**config.mk**
```make
export PLATFORM = sky130hd
export DESIGN_NAME = qdigit_otf
export DESIGN_NICKNAME = d
export VERILOG_FILES = /design/src/rtl/qdigit_pkg.sv /design/src/rtl/qdigit_dec.sv /design/src/rtl/qdigit_otf.sv
export SDC_FILE = /design/constraint.sdc
export NUM_CORES = 1
export LEC_CHECK = 0
export CORE_ASPECT_RATIO = 1.5
export CORE_MARGIN = 2
export CORE_UTILIZATION = 54
export CTS_BUF_LIST = sky130_fd_sc_hd__clkbuf_4 sky130_fd_sc_hd__clkbuf_8
export DETAILED_ROUTE_END_ITERATION = 10
export PLACE_DENSITY = 0.89
export SYNTH_ARGS = -nofsm -noshare
export SYNTH_HDL_FRONTEND = slang
export SYNTH_SLANG_ARGS = --single-unit
```
**constraint.sdc**
```tcl
create_clock -name clk -period 3.02 [get_ports clk]
set_input_delay 0.604 -clock clk [delete_from_list [all_inputs] [get_ports clk]]
set_output_delay 0.604 -clock clk [all_outputs]
set_load 0.03 [all_outputs]
```
**src/rtl/qdigit_pkg.sv**
```systemverilog
// qdigit_pkg
//   Shared definitions for the radix-4 division quotient path.
//   - FSM state encoding for the on-the-fly converter.
//   - Bit positions of the seven one-hot digit lines (-3..+3).
//   - Default number of quotient digits per division.
package qdigit_pkg;

  // Default number of radix-4 quotient digits per division
  localparam int NDIG_DEFAULT = 14;

  // FSM state encoding
  typedef logic [1:0] state_t;
  localparam state_t ST_IDLE  = 2'd0;
  localparam state_t ST_ACCUM = 2'd1;
  localparam state_t ST_FIX   = 2'd2;
  localparam state_t ST_DONE  = 2'd3;

  // Bit index of each digit line inside the packed 7-bit digit vector.
  // Line index minus DIG_ZERO gives the signed digit value.
  localparam int DIG_N3   = 0;
  localparam int DIG_N2   = 1;
  localparam int DIG_N1   = 2;
  localparam int DIG_ZERO = 3;
  localparam int DIG_P1   = 4;
  localparam int DIG_P2   = 5;
  localparam int DIG_P3   = 6;
  localparam int NUM_DIG_LINES = 7;

endpackage

```
**src/rtl/qdigit_dec.sv**
```systemverilog
// qdigit_dec
//   Decodes the seven one-hot quotient digit lines into a signed digit.
//   Ports:
//     lines      in  7  one-hot digit lines, bit DIG_N3 (=-3) .. bit DIG_P3 (=+3)
//     digit      out 3  signed digit -3..+3; 0 when the lines are malformed
//     onehot_ok  out 1  exactly one line is set
module qdigit_dec
  import qdigit_pkg::*;
(
  input  logic [NUM_DIG_LINES-1:0] lines,
  output logic signed [2:0]        digit,
  output logic                     onehot_ok
);

  logic [2:0] ones;

  // Population count of the digit lines; only a count of one is legal
  always_comb begin
    ones = 3'd0;
    for (int i = 0; i < NUM_DIG_LINES; i++) begin
      ones = ones + 3'(lines[i]);
    end
  end

  assign onehot_ok = (ones == 3'd1);

  // Map the set line to its value; a malformed pattern decodes as zero
  // so the converter can treat it as an ordinary q=0 step.
  always_comb begin
    digit = 3'sd0;
    if (onehot_ok) begin
      if (lines[DIG_N3])      digit = -3'sd3;
      else if (lines[DIG_N2]) digit = -3'sd2;
      else if (lines[DIG_N1]) digit = -3'sd1;
      else if (lines[DIG_P1]) digit = 3'sd1;
      else if (lines[DIG_P2]) digit = 3'sd2;
      else if (lines[DIG_P3]) digit = 3'sd3;
      else                    digit = 3'sd0;
    end
  end

endmodule

```
**src/rtl/qdigit_otf.sv**
```systemverilog
// qdigit_otf
//   On-the-fly conversion of signed radix-4 quotient digits (-3..+3) into a
//   binary quotient, with final correction by the sign of the remainder.
//   Ports:
//     clk, rst           clock, asynchronous active-high reset
//     start              one-cycle pulse, begins (or aborts and restarts) a division
//     dig_vld            qualifies the one-hot digit lines mul_n3..mul_3
//     rem_vld, rem_neg   final remainder sign, accepted in FIX
//     quo                corrected quotient (QW bits), held until start/reset
//     quo_vld            one-cycle pulse when quo is new
//     busy               high whenever the FSM is not IDLE
//     err                sticky flag for a malformed (not one-hot) digit
module qdigit_otf
  import qdigit_pkg::*;
#(
  parameter int NDIG = NDIG_DEFAULT,
  parameter int QW   = 2 * NDIG
) (
  input  logic          clk,
  input  logic          rst,
  input  logic          start,
  input  logic          dig_vld,
  input  logic          mul_n3,
  input  logic          mul_n2,
  input  logic          mul_n1,
  input  logic          mul_0,
  input  logic          mul_1,
  input  logic          mul_2,
  input  logic          mul_3,
  input  logic          rem_vld,
  input  logic          rem_neg,
  output logic [QW-1:0] quo,
  output logic          quo_vld,
  output logic          busy,
  output logic          err
);

  localparam int CW = $clog2(NDIG + 1);
  localparam logic [CW-1:0] LAST_IDX = CW'(NDIG - 1);

  state_t                  state;
  logic [QW-1:0]           q_reg;
  logic [QW-1:0]           qm_reg;
  logic [QW-1:0]           q_nxt;
  logic [QW-1:0]           qm_nxt;
  logic [CW-1:0]           cnt;
  logic [NUM_DIG_LINES-1:0] lines;
  logic signed [2:0]       digit;
  logic signed [2:0]       digit_neg;
  logic [1:0]              mag;
  logic                    onehot_ok;

  assign lines = {mul_3, mul_2, mul_1, mul_0, mul_n1, mul_n2, mul_n3};

  qdigit_dec u_dec (
    .lines     (lines),
    .digit     (digit),
    .onehot_ok (onehot_ok)
  );

  // |q| for negative digits
  assign digit_neg = -digit;
  assign mag       = digit_neg[1:0];

  // Next Q/QM for the presented digit. Every update is 4*X plus a constant
  // in 0..3, so it reduces to a shift with the low two bits filled in; the
  // modulo-2^QW wrap comes for free from dropping the top two bits.
  //   q>0 : Q=4Q+q,        QM=4Q+q-1
  //   q=0 : Q=4Q,          QM=4QM+3
  //   q<0 : Q=4QM+4-|q|,   QM=4QM+3-|q|
  always_comb begin
    q_nxt  = q_reg;
    qm_nxt = qm_reg;
    if (digit == 3'sd0) begin
      q_nxt  = {q_reg[QW-3:0], 2'b00};
      qm_nxt = {qm_reg[QW-3:0], 2'b11};
    end else if (digit[2]) begin
      q_nxt  = {qm_reg[QW-3:0], 2'd0 - mag};
      qm_nxt = {qm_reg[QW-3:0], 2'd3 - mag};
    end else begin
      q_nxt  = {q_reg[QW-3:0], digit[1:0]};
      qm_nxt = {q_reg[QW-3:0], digit[1:0] - 2'd1};
    end
  end

  // FSM plus conversion registers. start has priority in every state, so a
  // start during ACCUM/FIX abandons the division without a quo_vld, and any
  // digit arriving alongside start is dropped. quo is only written on the
  // FIX->DONE transition so it holds the last result otherwise.
  always_ff @(posedge clk or posedge rst) begin
    if (rst) begin
      state   <= ST_IDLE;
      q_reg   <= '0;
      qm_reg  <= '1;
      cnt     <= '0;
      quo     <= '0;
      quo_vld <= 1'b0;
      err     <= 1'b0;
    end else begin
      quo_vld <= 1'b0;
      if (start) begin
        state  <= ST_ACCUM;
        q_reg  <= '0;
        qm_reg <= '1;
        cnt    <= '0;
        err    <= 1'b0;
      end else begin
        case (state)
          ST_IDLE: begin
            state <= ST_IDLE;
          end
          ST_ACCUM: begin
            if (dig_vld) begin
              q_reg  <= q_nxt;
              qm_reg <= qm_nxt;
              cnt    <= cnt + 1'b1;
              if (!onehot_ok) err <= 1'b1;
              if (cnt == LAST_IDX) state <= ST_FIX;
            end
          end
          ST_FIX: begin
            if (rem_vld) begin
              quo     <= rem_neg ? qm_reg : q_reg;
              quo_vld <= 1'b1;
              state   <= ST_DONE;
            end
          end
          ST_DONE: begin
            state <= ST_IDLE;
          end
          default: begin
            state <= ST_IDLE;
          end
        endcase
      end
    end
  end

  assign busy = (state != ST_IDLE);

endmodule

```
==> results.py <==
metrics = {
    "power": {
        "ir_worst_vdd_uv": 466,
        "pwr-share-comb": 0.480,
        "pwr-share-seq": 0.342,
        "p_leak_nw": 2.57,
        "switchingPower_mw": 2.06,
        "clockPowerShare": 0.178,
        "p_int_mw": 3.15,
        "p_sw_frac": 0.395,
        "power_density_nw_per_um2": 861,
    },
    "die": {
        "io_pins": 44,
        "core_area_um2": 8310,
        "dieArea_um2": 9220,
        "fp.dieH_um": 117,
        "rows": 41,
        "initial_core_util": 0.549,
        "die_w_um": 79.1,
    },
    "finish": {
        "antenna_cells": 0,
        "syn2layout_area_growth_pct": 32.4,
        "nFillCells": 529,
        "finish.net_count": 557,
        "drive_above_1_share": 0.264,
        "fin_cells": 644,
    },
    "timing": {
        "fin_ws_ns": -0.643,
        "setup_viol": 57,
        "final.period_utilization": 1.21,
        "finalCriticalPeriod_ns": 3.66,
        "hold_viol_final": 0,
        "max_freq_mhz": 273,
        "clock_skew_ns": 0.0119,
        "slew_headroom": 0.643,
        "rsz0062_at_grt": "true",
        "drv_slew": 0,
        "tightest_slew_ns": 0.536,
    },
    "setup_path": {
        "critPathMaxFanout": 9,
        "r2r_start": "state[1]$_DFFE_PP0P_",
        "cp-end-kind": "flop",
        "arrival_ns": 3.90,
        "worst-setup-path-type": "in -> reg",
        "cp.required_ns": 3.25,
        "critPathLaunchType": "input pin",
        "cp-startpoint": "mul_n2",
    },
    "yosys": {
        "synth_mux_area_frac": 0.118,
        "synth-simple-area-share": 0.0962,
        "ys.flop_type": "dfrtp_1",
        "seq_area_frac_synth": 0.512,
        "syn_avg_cell_area_um2": 9.73,
        "synth_edf_count": 0,
        "synthArstFlopShare": 1.00,
        "synthCells": 469,
        "syn_area_um2": 4560,
        "synth_top_cell_by_area": "dfrtp_1",
        "synth_xor_area_frac": 0.00768,
        "synth_top_area_frac": 0.351,
        "synth-seq-cells": 92,
        "yosysWarnings": 0,
        "synth_top_family_by_area": "compound AO/OA/AOI/OAI gates",
        "synth_fa_ha_area_frac": 0.0378,
        "synth-compound-area-share": 0.178,
        "synth_nets": 494,
        "synth_area_leaders": "dfrtp_1 35%, dfstp_2 16%, mux2i_1 12%, o21ai_0 6.7%, a21oi_1 5.9%",
        "yosysUniqueCellTypes": 36,
    },
    "status": {
        "violations": "negative setup slack",
        "status": "finished, violations left",
    },
    "clocking": {
        "clk_latency_ns": 0.38,
        "h-tree-depth": 3,
        "clk_path_buf_depth": 2,
        "cts.sinks": 92,
        "cts_root_buf": "clkbuf_8",
        "ctsHoldBuffers": 0,
        "path_clk_slew_ns": 0.09,
        "cts_tree": "done",
        "cts_inserted_buffers": 9,
    },
    "grt": {
        "grt_max_degree": 69,
        "antenna_found_initial": 0,
        "grtUsageTotal": 0.287,
        "grt_pass1_wl_mm": 20.3,
        "overflow": 0,
        "first_global_vias": 4003,
    },
    "route": {
        "drt-initial-drc-count": 405,
        "drc": 0,
        "ant_nets": 0,
        "first_pass_iters": 6,
        "drt-total-wl_mm": 13.4,
        "viasPerCell": 6.32,
        "wire_per_inst_um": 20.8,
        "vias": 4068,
    },
    "placed_design": {
        "io_buffers": 43,
        "gp_congestion": 0.900,
        "place_inst": 610,
        "post-dp-hpwl_mm": 6.45,
        "dp_slack_ns": -1.45,
    },
    "min_path": {
        "hold_path.class": "reg -> reg",
        "min_from": "quo[12]$_DFFE_PP0P_",
    },
    "job": {
        "maxCapViolations": 0,
    },
}
==> layer usage <==
metal  vias to the layer above  part of all wire  global-route usage
met1                      1997              0.35               0.337
li1                       1746                 -                   -
met3                        75             0.068              0.0533
met5                         -                 0                   0
met2                       250              0.52               0.499
met4                         0             0.056               0.147
==> layout make-up <==
class / count / area (µm²) / share of cell area
clock inverter: 5 / 77.6 / 0.0128
multi-input combinational: 327 / 2300 / 0.380
sequential: 92 / 2340 / 0.387
inverter: 18 / 68.8 / 0.0114
tap: 107 / 134 / 0.0222
timing repair buffer: 84 / 988 / 0.164
clock buffer: 11 / 139 / 0.0230
==> final timing paths <==
check | depth (start not counted) | end | slack, ns
setup / recovery | 16 | q_reg[14]$_DFFE_PP0P_ | -0.64
hold / removal | 2 | quo[12]$_DFFE_PP0P_ | 0.49
setup reg to reg | 7 | cnt[3]$_DFFE_PP0P_ | 1.13
hold reg to reg | 2 | quo[12]$_DFFE_PP0P_ | 0.49
max in group asynchronous | 3 | qm_reg[19]$_DFFE_PP1P_ | 1.73
min in group asynchronous | 2 | quo[1]$_DFFE_PP0P_ | 0.56
==> kinds of logic (layout without fill, tap and decap cells) <==
| family | Yosys count | count (layout) |
|---|---|---|
| DFF | 92 | 92 |
| buffers and inverters | 50 | 118 |
| adders and majority gates | 12 | 12 |
| muxes | 54 | 54 |
| xor gates and xnor gates | 4 | 4 |
| and+or+nand+nor | 104 | 104 |
| AOI/OAI and AO/OA | 153 | 153 |
==> cells in the mapped netlist, drive strengths merged, types with 3 or more instances <==
library cell	count
o21ai	85
dfrtp	64
nand2	59
a21oi	55
mux2i	54
nor2	33
dfstp	28
inv	18
buf	17
clkbuf	15
ha	9
xor2	4
fa	3
nand2b	3
nand3b	3
==> power groups by stage <==
stage	clock network (mW)	registers, mW	logic [mW]
6_report	0.925	1.78	2.50
5_1_grt	0.977	1.81	2.64
4_1_cts	0.922	1.74	2.30
3_5_place_dp	0	1.76	1.90
3_3_place_gp	0	1.74	1.84
2_1_floorplan	0	2.09	0.906
==> critical path, stage by stage <==
cell     delay [ns]
buf_6          0.10
ha_4           0.25
inv_2          0.03
fa_1           0.46
fa_1           0.51
inv_1          0.04
ha_2           0.17
fa_2           0.39
xor2_4         0.18
buf_4          0.15
nor3_4         0.22
buf_6          0.18
buf_12         0.11
buf_16         0.13
mux2i_1        0.22
o21ai_1        0.12
==> metrics by stage <==
stage,total power [mW],util,area [µm²],hold WS [ns],setup TNS (ns)
after global placement,3.58,0.631,5240,0.460,-67.02
after CTS,4.97,0.704,5850,0.488,-28.40
after global routing,5.43,0.727,6040,0.520,-36.47
after detailed placement,3.66,0.631,5240,0.469,-72.44
after floorplan,2.99,-,4650,0.455,-37.32
final,5.20,0.727,6040,0.485,-30.19
==> what timing repair did <==
| item | in CTS | in global routing |
|---|---|---|
| resized for setup | 45 | 42 |
| pin swaps | 28 | 35 |
| setup endpoints to repair | 57 | 57 |
| cloned | 8 | 0 |
| buffers inserted | 9 | 3 |
==> layout by cell type, fill, tap and decap left out, types with 4 or more instances in the layout <==
| cell type | n |
|---|---|
| buf_6 | 8 |
| ha_1 | 6 |
| nor2_1 | 32 |
| a21oi_2 | 25 |
| a21oi_1 | 23 |
| nand2_1 | 58 |
| buf_4 | 21 |
| buf_12 | 6 |
| inv_2 | 4 |
| o21ai_1 | 29 |
| a21oi_4 | 7 |
| inv_1 | 13 |
| mux2i_1 | 49 |
| o21ai_0 | 55 |
| dfstp_2 | 28 |
| buf_16 | 6 |
| clkdlybuf4s50_1 | 39 |
| clkbuf_8 | 9 |
| dfrtp_1 | 64 |
Note: power is estimated with default switching activity, not from simulation.
